==> src/rtl/spi_pkg.sv <==
// Shared constants and the frame state type for the SPI register slave.
package spi_pkg;

  localparam int CMD_BITS  = 8;
  localparam int RW_BIT    = 7;
  localparam int ADDR_BITS = 7;

  typedef enum logic [1:0] {
    ST_IDLE = 2'd0,
    ST_CMD  = 2'd1,
    ST_DATA = 2'd2,
    ST_DONE = 2'd3
  } spi_state_e;

endpackage

==> src/rtl/spi_sync_edge.sv <==
// Two-flop synchroniser for an asynchronous input, with single-clk
// rise/fall pulses derived from the synchronised level.
module spi_sync_edge #(
  parameter logic IDLE_VAL = 1'b0
) (
  input  logic clk,
  input  logic rst_n,
  input  logic d,
  output logic lvl,
  output logic rise,
  output logic fall
);

  logic meta_q;
  logic sync_q;
  logic prev_q;

  // Synchroniser chain plus one delayed copy for edge detection.
  always_ff @(posedge clk or negedge rst_n) begin
    if (!rst_n) begin
      meta_q <= IDLE_VAL;
      sync_q <= IDLE_VAL;
      prev_q <= IDLE_VAL;
    end else begin
      meta_q <= d;
      sync_q <= meta_q;
      prev_q <= sync_q;
    end
  end

  assign lvl  = sync_q;
  assign rise = sync_q & ~prev_q;
  assign fall = ~sync_q & prev_q;

endmodule

==> src/rtl/spi_reg_slave.sv <==
// SPI mode-0 register slave: 8-bit command (bit7 = write, bits[6:0] = addr)
// followed by WIDTH-bit data word(s). All SPI pins are oversampled by clk.
// Optional macro SPI_AUTOINC_EN: keep transferring words with the address
// incremented modulo NREGS until ce0 rises; otherwise one word per frame.
//
// state   | meaning
// --------+-------------------------------------------------------------
// IDLE    | deselected, waiting for synchronised ce0 fall
// CMD     | shifting in the 8 command bits on sclk rising edges
// DATA    | shifting the data word: mosi in on rise, miso out on fall
// DONE    | word finished, sclk ignored until ce0 deasserts
module spi_reg_slave
  import spi_pkg::*;
#(
  parameter int               WIDTH     = 8,
  parameter int               NREGS     = 4,
  parameter logic [WIDTH-1:0] RESET_VAL = '0
) (
  input  logic                   clk,
  input  logic                   rst_n,
  input  logic                   sclk,
  input  logic                   mosi,
  input  logic                   ce0,
  output logic                   miso,
  output logic [NREGS*WIDTH-1:0] regs_o,
  output logic                   wr_strobe,
  output logic [ADDR_BITS-1:0]   wr_addr,
  output logic                   busy
);

  logic sclk_lvl, sclk_rise, sclk_fall;
  logic ce0_lvl, ce0_rise, ce0_fall;
  logic mosi_meta_q, mosi_s;

  spi_state_e                 state_q, state_d;
  logic [5:0]                 bit_cnt_q, bit_cnt_d;
  logic [CMD_BITS-2:0]        cmd_q, cmd_d;
  logic [ADDR_BITS-1:0]       addr_q, addr_d;
  logic                       is_wr_q, is_wr_d;
  logic                       load_q, load_d;
  logic [WIDTH-2:0]           rx_q, rx_d;
  logic [WIDTH-1:0]           tx_q, tx_d;
  logic                       miso_q, miso_d;
  logic [NREGS*WIDTH-1:0]     regs_q, regs_d;
  logic                       wr_strobe_q, wr_strobe_d;
  logic [ADDR_BITS-1:0]       wr_addr_q, wr_addr_d;

  logic [CMD_BITS-1:0]        cmd_next;
  logic [WIDTH-1:0]           rx_next;
  logic [WIDTH-1:0]           rd_word;
  logic                       addr_ok;
  logic                       unused_ok;

  spi_sync_edge #(.IDLE_VAL(1'b0)) u_sync_sclk (
    .clk(clk), .rst_n(rst_n), .d(sclk),
    .lvl(sclk_lvl), .rise(sclk_rise), .fall(sclk_fall)
  );

  spi_sync_edge #(.IDLE_VAL(1'b1)) u_sync_ce0 (
    .clk(clk), .rst_n(rst_n), .d(ce0),
    .lvl(ce0_lvl), .rise(ce0_rise), .fall(ce0_fall)
  );

  // Abort is driven by the ce0 level, so its rise pulse and the sclk level are spare.
  assign unused_ok = &{1'b0, sclk_lvl, ce0_rise};

  // Plain synchroniser for mosi; its latency matches the sclk edge detector.
  always_ff @(posedge clk or negedge rst_n) begin
    if (!rst_n) begin
      mosi_meta_q <= 1'b0;
      mosi_s      <= 1'b0;
    end else begin
      mosi_meta_q <= mosi;
      mosi_s      <= mosi_meta_q;
    end
  end

  assign cmd_next = {cmd_q, mosi_s};
  assign rx_next  = {rx_q, mosi_s};

  // Register lookup for the current address; out-of-range reads return zero.
  always_comb begin
    rd_word = '0;
    addr_ok = 1'b0;
    for (int i = 0; i < NREGS; i++) begin
      if (addr_q == ADDR_BITS'(i)) begin
        rd_word = regs_q[i*WIDTH +: WIDTH];
        addr_ok = 1'b1;
      end
    end
  end

  // Frame sequencing and datapath next-state; ce0 high mid-frame aborts.
  always_comb begin
    state_d     = state_q;
    bit_cnt_d   = bit_cnt_q;
    cmd_d       = cmd_q;
    addr_d      = addr_q;
    is_wr_d     = is_wr_q;
    load_d      = load_q;
    rx_d        = rx_q;
    tx_d        = tx_q;
    miso_d      = miso_q;
    regs_d      = regs_q;
    wr_strobe_d = 1'b0;
    wr_addr_d   = wr_addr_q;

    if (state_q != ST_IDLE && ce0_lvl) begin
      state_d   = ST_IDLE;
      bit_cnt_d = '0;
      load_d    = 1'b0;
      miso_d    = 1'b0;
    end else begin
      case (state_q)
        ST_IDLE: begin
          miso_d    = 1'b0;
          bit_cnt_d = '0;
          if (ce0_fall) state_d = ST_CMD;
        end
        ST_CMD: begin
          miso_d = 1'b0;
          if (sclk_rise) begin
            cmd_d = cmd_next[CMD_BITS-2:0];
            if (bit_cnt_q == 6'(CMD_BITS-1)) begin
              addr_d    = cmd_next[ADDR_BITS-1:0];
              is_wr_d   = cmd_next[RW_BIT];
              load_d    = 1'b1;
              bit_cnt_d = '0;
              state_d   = ST_DATA;
            end else begin
              bit_cnt_d = bit_cnt_q + 6'd1;
            end
          end
        end
        ST_DATA: begin
          // Reload happens one clk after the last rising edge, well before the next fall.
          if (load_q) begin
            tx_d   = is_wr_q ? '0 : rd_word;
            load_d = 1'b0;
          end else if (sclk_fall) begin
            miso_d = tx_q[WIDTH-1];
            tx_d   = {tx_q[WIDTH-2:0], 1'b0};
          end
          if (sclk_rise) begin
            rx_d = rx_next[WIDTH-2:0];
            if (bit_cnt_q == 6'(WIDTH-1)) begin
              bit_cnt_d = '0;
              if (is_wr_q && addr_ok) begin
                for (int i = 0; i < NREGS; i++) begin
                  if (addr_q == ADDR_BITS'(i)) regs_d[i*WIDTH +: WIDTH] = rx_next;
                end
                wr_strobe_d = 1'b1;
                wr_addr_d   = addr_q;
              end
`ifdef SPI_AUTOINC_EN
              addr_d = (int'(addr_q) >= NREGS - 1) ? '0 : addr_q + 7'd1;
              load_d = 1'b1;
`else
              miso_d  = 1'b0;
              state_d = ST_DONE;
`endif
            end else begin
              bit_cnt_d = bit_cnt_q + 6'd1;
            end
          end
        end
        ST_DONE: begin
          miso_d = 1'b0;
        end
        default: begin
          state_d = ST_IDLE;
        end
      endcase
    end
  end

  // State and datapath registers.
  always_ff @(posedge clk or negedge rst_n) begin
    if (!rst_n) begin
      state_q     <= ST_IDLE;
      bit_cnt_q   <= '0;
      cmd_q       <= '0;
      addr_q      <= '0;
      is_wr_q     <= 1'b0;
      load_q      <= 1'b0;
      rx_q        <= '0;
      tx_q        <= '0;
      miso_q      <= 1'b0;
      regs_q      <= {NREGS{RESET_VAL}};
      wr_strobe_q <= 1'b0;
      wr_addr_q   <= '0;
    end else begin
      state_q     <= state_d;
      bit_cnt_q   <= bit_cnt_d;
      cmd_q       <= cmd_d;
      addr_q      <= addr_d;
      is_wr_q     <= is_wr_d;
      load_q      <= load_d;
      rx_q        <= rx_d;
      tx_q        <= tx_d;
      miso_q      <= miso_d;
      regs_q      <= regs_d;
      wr_strobe_q <= wr_strobe_d;
      wr_addr_q   <= wr_addr_d;
    end
  end

  assign miso      = miso_q;
  assign regs_o    = regs_q;
  assign wr_strobe = wr_strobe_q;
  assign wr_addr   = wr_addr_q;
  assign busy      = ~ce0_lvl;

endmodule

==> config.mk <==
export PLATFORM = sky130hd
export DESIGN_NAME = spi_reg_slave
export DESIGN_NICKNAME = d
export VERILOG_FILES = /design/src/rtl/spi_pkg.sv /design/src/rtl/spi_sync_edge.sv /design/src/rtl/spi_reg_slave.sv
export SDC_FILE = /design/constraint.sdc
export NUM_CORES = 1
export LEC_CHECK = 0
export ABC_AREA = 0
export CORE_MARGIN = 1.5
export CORE_UTILIZATION = 40
export DETAILED_ROUTE_END_ITERATION = 12
export SYNTH_ARGS = -nofsm -noshare
export SYNTH_HDL_FRONTEND = slang
export SYNTH_SLANG_ARGS = --single-unit
==> constraint.sdc <==
create_clock -name clk -period 2.35 [get_ports clk]
set_input_delay 0.235 -clock clk [delete_from_list [all_inputs] [get_ports clk]]
set_output_delay 0.235 -clock clk [all_outputs]
set_load 0.05 [all_outputs]
==> metrics.md <==
| Metric | Value |
|---|---|
| Syn Area/Cell | ~13 um2 |
| CTS max path bufs | 2 |
| Antenna Violating Nets Remaining | 0 |
| Total CTS buffers | 9 |
| Post-synthesis sequential area ratio | a little under three fifths |
| # rows | 35 |
| CORE AREA | 9330 um2 |
| Syn nets | 303 |
| Post-synthesis async set-or-reset flop share | 100% |
| Yosys warning count | 0 |
| DRT iter0 DRCs | 59 |
| Drt wl/cell | between 15 and 20 um |
| Vias in the first global route | around 2700 |
| Synth Register Bits | 88 |
| Largest net degree at the start of global routing | around 50 |
| Post-Place Worst Slack | about 0.11 ns |
| Crit path max fanout | 5 |
| Buffers & Inverters on Critical Path | 2 |
| H-tree depth | 3 |
| Commonest cells after routing, fill and taps aside | dfrtp_1, mux2_2, clkdlybuf4s50_1 |
| Final net count | approximately 370 |
| DP Cell Count | 474 |
| Reg2Reg Depth | 6 |
| Clk_skew | between 0.015 and 0.02 ns |
| Worst-path cell chain | nor4_1, nand2b_1, buf_4, nor4_4, buf_4, mux2_2 |
| Setup CP Type | reg2reg |
| Via count | ~2500 |
| Area grow syn2layout | 23.8% |
| PwrDens | between 700 and 800 nW/um2 |
| Global-route wire length before repair | about 14 mm |
| Maximum vdd ir drop | 0.000338 V |
| Crit path capture | regs_o[16] |
| Top_reg_cell synth | dfrtp_1 |
| Reg-to-reg slack, setup | between 0.15 and 0.2 ns |
| Antenna violations before repair | 0 |
| CP delay by family, top | simple AND/OR/NAND/NOR gates |
| IO buf count | 46 |
| Total global routing overflow | 0 |
| Diodes inserted | 0 |
| Worst Path Arrival | approximately 2.4 ns |
| Lkg Pwr | 0.00220 uW |
| I/O pin cnt | 47 |
| DRT Pass-1 Iters | 4 |
| Critical Path Source | addr_q[6] |
| Slew at the pin with the worst max-slew slack | 0.548 ns |
| Initial Utilization | between 40% and 50% |
| Via density per instance | just over 5 |
| Critical Path Slowest Stage Cell | dfrtp_1 |
| Clock-pin slew on the worst setup and hold paths | approximately 0.090 ns |
| Worst r2r dst | regs_o[16] |
| Status | finished, final reports clean |
| CP startpoint kind | flop |
| Post-synthesis instance area | 3880 um2 |
| Total power | 3460 uW |
| Die height | 101 um |
| Die ar. | between 10000 and 15000 um2 |
| All-Layer GR Usage | 17.8% |
| Tcrit/Tclk final | between 90% and 100% |
| Gate count of the mapped netlist | 293 |
| Number of synthesized flops with an enable pin | 0 |
| Setup TNS | 0 ns |
| Final cell count without fillers | about 490 |
| CP Depth | 6 |
| Max cap viols | 0 |
| Placer congestion estimate | slightly above 0.8 |
| RSZ-0062 raised after global routing | no |
| Critical Path RT | about 2.6 ns |
| Detail Placement HPWL | roughly 5.7 mm |
| Root buf cell | clkbuf_8 |
| Unique masters post-synth | between 40 and 50 |
| # setup viols final | 0 |
| Die span in x | a little over 100 um |
| CTS tree | done |
| Fraction of layout cells with a size suffix above 1 | between 30% and 40% |
| Max Slew Vio Count | 0 |
| F_max | 460 MHz |
| Relative slew margins | between 60% and 70% |
| Clock net sink count | just under 90 |
| Final setup margin | approximately 0.18 ns |
| Fin crit period | around 2.2 ns |
| Crit end category | flop |
| FF-to-FF Start | addr_q[6] |
| Slowest cell delay on critical path | roughly 0.40 ns |
| Worst hold path type | in2reg |
| Routed WL | just over 8 mm |
| Worst skew pair latency | ~0.37 ns |
| Most common cell after layout, fill and taps aside | dfrtp_1 |
| Final hold violations | 0 |
| Top cell by count, worst path | buf_4 |
| Drt drc | 0 |
registers in the layout (all words and copies together), names as in the netlist, 2 cells and up:
name and cells:
wr_addr 7, regs_o 32, state_q 2, cmd_q 7, tx_q 8, bit_cnt_q 6, addr_q 7, rx_q 7
cell families (layout without fill, tap and decap cells):
kind of cell	Yosys count	after routing	synth area share (%)
AO/OA/AOI/OAI	28	28	5.26
XOR/XNOR	2	2	0.452
adder cells (fa/ha/maj)	5	5	1.61
buffers and inverters	20	90	2.39
flip-flops	88	88	56.9
multiplexers	68	68	19.6
AND/OR/NAND/NOR	82	82	13.8
worst register-to-register path, delay by kind of cell, from the launching register on:
kind / cells / cell delay [ns]
DFF: 1 / 0.40
muxes: 1 / 0.33
buffers and inverters: 2 / 0.43
and+or+nand+nor: 3 / 0.91
synth_stat cells, types with 5 or more instances:
| master | instances | share of area, % |
|---|---|---|
| o311ai_1 | 7 | 1.6 |
| clkbuf_1 | 7 | 0.68 |
| nand3b_1 | 8 | 1.5 |
| nand2_1 | 20 | 1.9 |
| o22ai_1 | 9 | 1.5 |
| nor2_1 | 12 | 1.2 |
| mux2_2 | 62 | 18 |
| ha_1 | 5 | 1.6 |
| nor2b_1 | 9 | 1.5 |
| dfrtp_1 | 85 | 55 |
| inv_1 | 7 | 0.68 |
| nand2b_1 | 5 | 0.81 |
worst min path at each step:
stage	startpoint	endpoint	slack, ns	depth (start not counted)
after CTS	ce0	u_sync_ce0.meta_q	0.26	1
after global routing	ce0	u_sync_ce0.meta_q	0.25	1
final	ce0	u_sync_ce0.meta_q	0.28	1
after floorplan	rst_n	addr_q[0]	-0.06	0
after global placement	rst_n	bit_cnt_q[5]	0.25	1
after detailed placement	rst_n	bit_cnt_q[5]	0.26	1
routing by layer:
layer  share of wire, %  global-route usage [%]  up-vias
met2                 48                    28.4       41
met1                 47                    23.9     1289
met4                1.2                    5.13        0
met3                3.4                    5.04        6
li1                   -                       -     1194
met5                  0                       0        -
repair_timing:
item,4_1_cts,5_1_grt
hold buffers,1,0
setup buffers,0,1
resized for setup,0,0
endpoints found under the setup margin,0,1
endpoints found under the hold margin,37,0
area by class of cell:
type / count / area [um2]
fillers: 825 / 4520
flip-flops and latches: 88 / 2210
multi-input cells: 185 / 1580
repair buffers: 67 / 631
well taps: 129 / 161
clock buffers: 9 / 124
clock inverters: 7 / 75.1
inverters: 7 / 26.3
where the power goes:
part,switching (uW),internal (uW),total [uW]
combinational,363,268,631
clock,571,503,1070
sequential,124,1630,1760
total,1060,2400,3460
stage by stage:
step | area [um2] | hold WS [ns] | utilization [%]
2_1_floorplan | 3880 | -0.0606 | -
3_3_place_gp | 4590 | 0.253 | 49.2
3_5_place_dp | 4590 | 0.260 | 49.2
4_1_cts | 4800 | 0.263 | 51.4
5_1_grt | 4800 | 0.248 | 51.5
6_report | 4800 | 0.276 | 51.5
(Power assumes the default switching activity.)
